==> config.mk <==
export PLATFORM = sky130hd
export DESIGN_NAME = fixed_point_divider
export DESIGN_NICKNAME = d
export VERILOG_FILES = /design/src/rtl/fixed_point_divider.sv
export SDC_FILE = /design/constraint.sdc
export NUM_CORES = 1
export LEC_CHECK = 0
export CAP_MARGIN = 30
export CELL_PAD_IN_SITES_DETAIL_PLACEMENT = 0
export CELL_PAD_IN_SITES_GLOBAL_PLACEMENT = 1
export CORE_ASPECT_RATIO = 0.7
export CORE_MARGIN = 2
export CORE_UTILIZATION = 48
export CTS_CLUSTER_DIAMETER = 200
export DETAILED_ROUTE_END_ITERATION = 10
export PLACE_DENSITY_LB_ADDON = 0.1
export SYNTH_ARGS = -nofsm -noshare
export SYNTH_HDL_FRONTEND = slang
export SYNTH_SLANG_ARGS = --single-unit
==> constraint.sdc <==
create_clock -name clk -period 10.15 [get_ports clk]
set_input_delay 2.5375 -clock clk [delete_from_list [all_inputs] [get_ports clk]]
set_output_delay 2.5375 -clock clk [all_outputs]
set_load 0.1 [all_outputs]
==> src/rtl/fixed_point_divider.sv <==
// fixed_point_divider
//   Sequential signed fixed-point divider: quotient = a / b in the same Q-format
//   as the operands. The divider uses radix-2 restoring division and produces one
//   quotient bit per clock. The result is truncated toward zero. It saturates on
//   overflow. A zero divisor gives a full-scale result that takes the sign of a.
//
// Ports
//   clk          rising-edge clock
//   rst_n        synchronous active-low reset; aborts a divide in progress
//   start        divide request, honoured only while busy=0
//   a, b         dividend / divisor, sampled on an accepted start
//   busy         high from accepted start through the done cycle
//   done         one-cycle pulse when quotient and flags are valid
//   quotient     signed result, held until the next result
//   overflow     result saturated, held with quotient
//   div_by_zero  b was zero, held with quotient
module fixed_point_divider #(
  parameter int N = 32,
  parameter int Q = 20
) (
  input  logic         clk,
  input  logic         rst_n,
  input  logic         start,
  input  logic [N-1:0] a,
  input  logic [N-1:0] b,
  output logic         busy,
  output logic         done,
  output logic [N-1:0] quotient,
  output logic         overflow,
  output logic         div_by_zero
);
  localparam int W  = N + Q;
  localparam int CW = $clog2(W);
  localparam logic [CW-1:0] LAST = CW'(W - 1);
  localparam logic [N-1:0] MAXV = {1'b0, {(N-1){1'b1}}};
  localparam logic [N-1:0] MINV = {1'b1, {(N-1){1'b0}}};

  typedef enum logic [1:0] {IDLE, RUN, FIN} state_t;

  state_t        state, state_nxt;
  logic [CW-1:0] count;
  logic [N-1:0]  bmag;
  logic [N-1:0]  rem;
  logic [W-1:0]  dq;      // dividend bits shift out the top; quotient bits shift in the bottom
  logic          sign_q, sign_a, bzero;
  logic          accept;
  logic [N:0]    r_shift;
  logic          ge;
  logic [N-1:0]  diff;
  logic [N:0]    sat_res;

  // Unsigned magnitude. The most negative value maps to 2^(N-1) without loss.
  function automatic logic [N-1:0] magnitude(input logic signed [N-1:0] v);
    logic [N-1:0] u;
    u = v;
    magnitude = v[N-1] ? (~u + 1'b1) : u;
  endfunction

  // Apply the sign and clamp to the signed range. The result is {overflow, value}.
  function automatic logic [N:0] saturate(input logic [W-1:0] mag, input logic neg);
    logic [W-1:0] lim;
    logic [N-1:0] low;
    lim = neg ? (W'(1) << (N-1)) : ((W'(1) << (N-1)) - W'(1));
    low = mag[N-1:0];
    if (mag > lim) saturate = {1'b1, neg ? MINV : MAXV};
    else           saturate = {1'b0, neg ? (~low + 1'b1) : low};
  endfunction

  // A start request is accepted only when the divider is idle. If busy=0, the
  // state is always IDLE.
  assign accept = start && !busy;

  // One restoring step. The partial remainder is always below |b|, so it fits in
  // N bits after the subtraction.
  assign r_shift = {rem, dq[W-1]};
  assign ge      = (r_shift >= {1'b0, bmag});
  assign diff    = r_shift[N-1:0] - bmag;
  assign sat_res = saturate(dq, sign_q);

  always_comb begin
    state_nxt = state;
    case (state)
      IDLE:    if (accept) state_nxt = (b == '0) ? FIN : RUN;
      RUN:     if (count == LAST) state_nxt = FIN;
      FIN:     state_nxt = IDLE;
      default: state_nxt = IDLE;
    endcase
  end

  // Control and result registers
  always_ff @(posedge clk) begin
    if (!rst_n) begin
      state       <= IDLE;
      count       <= '0;
      busy        <= 1'b0;
      done        <= 1'b0;
      overflow    <= 1'b0;
      div_by_zero <= 1'b0;
      quotient    <= '0;
    end else begin
      state <= state_nxt;
      done  <= 1'b0;
      if (accept) begin
        busy        <= 1'b1;
        count       <= '0;
        overflow    <= 1'b0;
        div_by_zero <= 1'b0;
      end else if (done) begin
        busy <= 1'b0;
      end
      if (state == RUN) count <= count + 1'b1;
      if (state == FIN) begin
        done <= 1'b1;
        if (bzero) begin
          quotient    <= sign_a ? MINV : MAXV;
          div_by_zero <= 1'b1;
          overflow    <= 1'b0;
        end else begin
          quotient <= sat_res[N-1:0];
          overflow <= sat_res[N];
        end
      end
    end
  end

  // Datapath: operand capture, then one quotient bit per RUN cycle
  always_ff @(posedge clk) begin
    if (accept) begin
      bmag   <= magnitude(b);
      dq     <= {magnitude(a), {Q{1'b0}}};
      rem    <= '0;
      sign_q <= a[N-1] ^ b[N-1];
      sign_a <= a[N-1];
      bzero  <= (b == '0);
    end else if (state == RUN) begin
      rem <= ge ? diff : r_shift[N-1:0];
      dq  <= {dq[W-2:0], ge};
    end
  end
endmodule
; After elaboration in Yosys (flattened, before gate mapping)
; Index checks and enable logic that the tools add are counted.
; Widths: inputs -> output; s select.
[classes]
n_mux = 26
div_mod_pow = 0
n_mul = 0
magnitude_cmp = 2
n_bitwise = 4
shifts = 0
addsub = 5
reduce_logical = 8
eq_ne = 5
[op_table]
columns = op, count
row1 = $mux 32, 7
row2 = $mux 52, 2
row3 = $add 32x1->32 const B, 3
row4 = $not 32->32, 3
row5 = $gt 52x32->1, 1
row6 = $ge 33x32->1, 1
row7 = $mux 33, 1
row8 = $logic_not 32->1, 1
row9 = $sub 32x32->32, 1
row10 = $mux 31, 1
row11 = $mux 6, 2
row12 = $mux 1, 9
row13 = $add 6x1->6 const B, 1
row14 = $eq 6x6->1 const B, 1
row15 = $mux 2, 3
row16 = $reduce_bool 2->1, 3
row17 = $ne 2x2->1 const B, 2
row18 = $pmux 2 s2, 1
row19 = $eq 2x1->1 const B, 1
row20 = $eq 2x2->1 const B, 1
row21 = $logic_not 2->1, 1
row22 = $reduce_and 2->1, 1
row23 = $logic_and 1x1->1, 1
row24 = $logic_not 1->1, 1
row25 = $xor 1x1->1, 1
[word_totals]
mem_bits_rw = 0
out_inout_bits = 36
register_bits = 163
input_bits = 67
n_memories = 0
latchBits = 0
romBits = 0

; Logic depth before layout (Yosys ltp)
[depth]
word_depth = 6
mapped_depth = 15
mapped_depth_nobuf = 12

; Least setup slack after synthesis
; Ideal clock, no wire load.
[synth_timing]
path_type = input to register
from = input a[4]
to = register dq[50], data pin
setup_slack_ps = 5113
setup_ps = 268
stages = 10
path_buffers = 1
t_arrival_ps = 4769
path_cell_list = nor4_1 > and2b_1 > nand3_1 > or3_1 > or4_1 > clkbuf_1 > nand2b_1 > o41ai_1 > xor2_1 > o21ai_0
[synth_between]
elab_chain_cells = 4
[synth_rtl]
columns = element, line_no
row1 = start: declaration, 24  ; input logic [N-1:0] a,
row2 = $not 32->32, 56  ; magnitude = v[N-1] ? (~u + 1'b1) : u;
row3 = $add 32x1->32, 56
row4 = $mux 32, 56
row5 = $mux 52, 128  ; if (accept) begin
row6 = end signal: assignment, 130  ; dq <= {magnitude(a), {Q{1'b0}}};
row7 = end signal: assignment, 137  ; dq <= {dq[W-2:0], ge};
row8 = end: declaration, 44  ; logic [W-1:0] dq;
; No other way between the ends.
; A chain may end at the register's enable or synchronous reset.

; Worst setup path in the final report
[layout_timing]
from = input a[2]
to = register dq[50], data pin
; The elaborated chain is that of the path after synthesis.

==> impl_metrics.json <==
{
  "outcome": "complete, no violations",
  "synth_edf_count": 67,
  "ys_types": 77,
  "tns_ns": 0,
  "finalSetupViolations": 0,
  "syn_inst": 1295,
  "irDropWorstVdd_v": 0.000104,
  "arrival_ns": 5.48,
  "cts_tree": "done",
  "vias": 9957,
  "stdcell_area_um2": 12800,
  "async_flop_share": 0,
  "ff2ff_path_depth": 13,
  "synthFlopType": "dfxtp_1",
  "path_clk_slew_ns": 0.07,
  "yosysSeqAreaShare": 0.361,
  "cts-htree-levels": 4,
  "synth_area_um2": 10900,
  "drtIter0Drc": 1050,
  "holdBufCountCts": 0,
  "clkSinkCount": 163,
  "layout_commonest_cell": "nand2_1",
  "finalCritPeriodShare": 0.524,
  "hp-class": "flip-flop to flip-flop",
  "drv_slew": 0,
  "place_ws_ns": 4.36,
  "hold_start": "count[5]",
  "min_to": "count[5]",
  "initial_core_util": 0.485,
  "viasPerCell": 5.98,
  "synth_fp_nets": 1431,
  "path_buf_inv": 1,
  "cts_root_buffer": "clkbuf_16",
  "internal_power_mw": 1.28,
  "fp.dieH_um": 130,
  "diodes": 0,
  "setup_ws_ns": 4.83,
  "grt_pass1_wl_um": 48400,
  "hpwl_um": 22100,
  "drc": 0,
  "die-area_um2": 23900,
  "yosysWarnings": 0,
  "slew-limit-headroom": 0.305,
  "power.density_nw_per_um2": 156,
  "wl_per_cell_um": 18.3,
  "die_x_um": 184,
  "max_freq_mhz": 188,
  "portBuffers": 102,
  "switching_share": 0.357,
  "ff2ff_setup_slack_ns": 5.56,
  "crit_type": "input port to flip-flop",
  "ys_seq_elements": 163,
  "p_switching_mw": 0.713,
  "drtPass1Iterations": 5,
  "most-common-layout-cells": "nand2_1, o21ai_0, a21oi_1, clkdlybuf4s50_1, dfxtp_1",
  "clk_latency_ns": 0.45,
  "p_seq_frac": 0.398,
  "top_level_ports": 103,
  "rows": 46,
  "drive_gt1_frac": 0.0639,
  "fillers": 2039,
  "pwr-share-clk": 0.331,
  "syn_to_final_growth_pct": 17.7,
  "core-area_um2": 22400,
  "cpLargestDelayFamily": "simple AND/OR/NAND/NOR gates",
  "grt_use_total": 0.259,
  "p_leak_nw": 4.95,
  "tightest_slew_ns": 1.04,
  "dpl.cell_count": 1633,
  "postCtsSetupBuffers": 0,
  "fin_worst_skew_ns": 0.0182,
  "cts_buffers": 17,
  "cap_violations": 0,
  "routed_wl_um": 30400,
  "post_dp_cell_area_um2": 12200,
  "p_comb_frac": 0.271,
  "grt_pass1_vias": 8747,
  "grt-ovfl-total": 0,
  "cts_max_path_buffers": 2,
  "finalNetCount": 1500,
  "rr_endpoint": "quotient[15]",
  "worstPathMaxFanout": 6,
  "min_period_ns": 5.32,
  "cp_data_required_time_ns": 10.31,
  "min_path_cells": 1,
  "rsz0062_at_grt": "no",
  "final_cells": 1665,
  "ant_nets": 0,
  "slowest_stage": "clkdlybuf4s50_1",
  "rr_startpoint": "sign_q",
  "cts_resized": 0,
  "path_depth": 10,
  "gp_congestion": 0.903,
  "cp_slowest_stage_delay_ns": 0.50,
  "hold_viol": 0,
  "synth.avg_cell_area_um2": 8.40,
  "crit_chain": "clkdlybuf4s50_1, nor4_1, and2b_1, nand3_1, or3_1, or4_1, nand2b_1, o41ai_1, xor2_1, o21ai_0",
  "whs_ns": 0.487,
  "grt_max_degree": 62,
  "cp-end-kind": "flip-flop",
  "critPathLaunchType": "input port",
  "antenna_found_initial": 0
}
registers in the layout, summed over array words and instances, names as in the netlist, 2 cells and up:
name / cells
bmag: 32
count: 6
dq: 52
quotient: 32
rem: 32
state: 2
cells by family after synthesis:
group,synth area share
flops,0.361
mux,0.0125
fa+ha+maj,0.0800
simple gates,0.189
xor+xnor,0.0668
compound gates,0.242
buf+inv,0.0482
worst max-delay path by stage:
| stage | from | endpoint |
|---|---|---|
| after global placement | a[4] | dq[50] |
| final | a[2] | dq[50] |
| after floorplan | a[4] | dq[50] |
| after detailed placement | a[2] | dq[50] |
| after global routing | a[2] | dq[50] |
| after CTS | a[2] | dq[50] |
final cells by class:
| type | instances | area, µm² | area share |
|---|---|---|---|
| well taps | 288 | 360 | 0.0281 |
| multi-input cells | 998 | 6450 | 0.503 |
| flip-flops and latches | 163 | 3930 | 0.307 |
| repair buffers | 123 | 1240 | 0.0971 |
| clock inverters | 15 | 173 | 0.0135 |
| inverters | 61 | 229 | 0.0179 |
| clock buffers | 17 | 425 | 0.0332 |
metal layers:
metal  wire [µm]  vias to the layer above  share of wire  GRT usage
li1            -                     4914              -          -
met4         259                        0         0.0085     0.0541
met1       16600                     4705           0.55      0.433
met5           0                        -              0          0
met2       11600                      320           0.38      0.338
met3        1930                       18          0.063     0.0424
Yosys cell counts, drive strengths merged, types with 14 or more instances:
cell,number,area (µm²)
nand3,18,90.1
edfxtp,67,2010
nand4,20,125
nand2b,14,87.6
dfxtp,96,1920
ha,68,851
nand2,155,582
xnor2,46,403
o21ai,126,631
nor3,26,130
inv,60,225
clkbuf,66,268
a21oi,123,619
nor2,79,297
or3,20,135
a211oi,14,105
nor4,17,128
xor2,37,324
o31ai,24,180
stage by stage:
step	utilization	power (mW)
after floorplan	-	1.17
after global placement	0.539	1.33
after detailed placement	0.544	1.34
after CTS	0.571	2.00
after global routing	0.571	2.10
final	0.571	2.00
power by group through the flow:
stage | sequential (mW) | combinational (mW) | clock (mW)
floorplan | 0.839 | 0.335 | 0
global placement | 0.807 | 0.523 | 0
detailed placement | 0.807 | 0.531 | 0
CTS | 0.793 | 0.535 | 0.673
global route | 0.801 | 0.598 | 0.700
finish | 0.795 | 0.540 | 0.662
(Power assumes the default switching activity.)
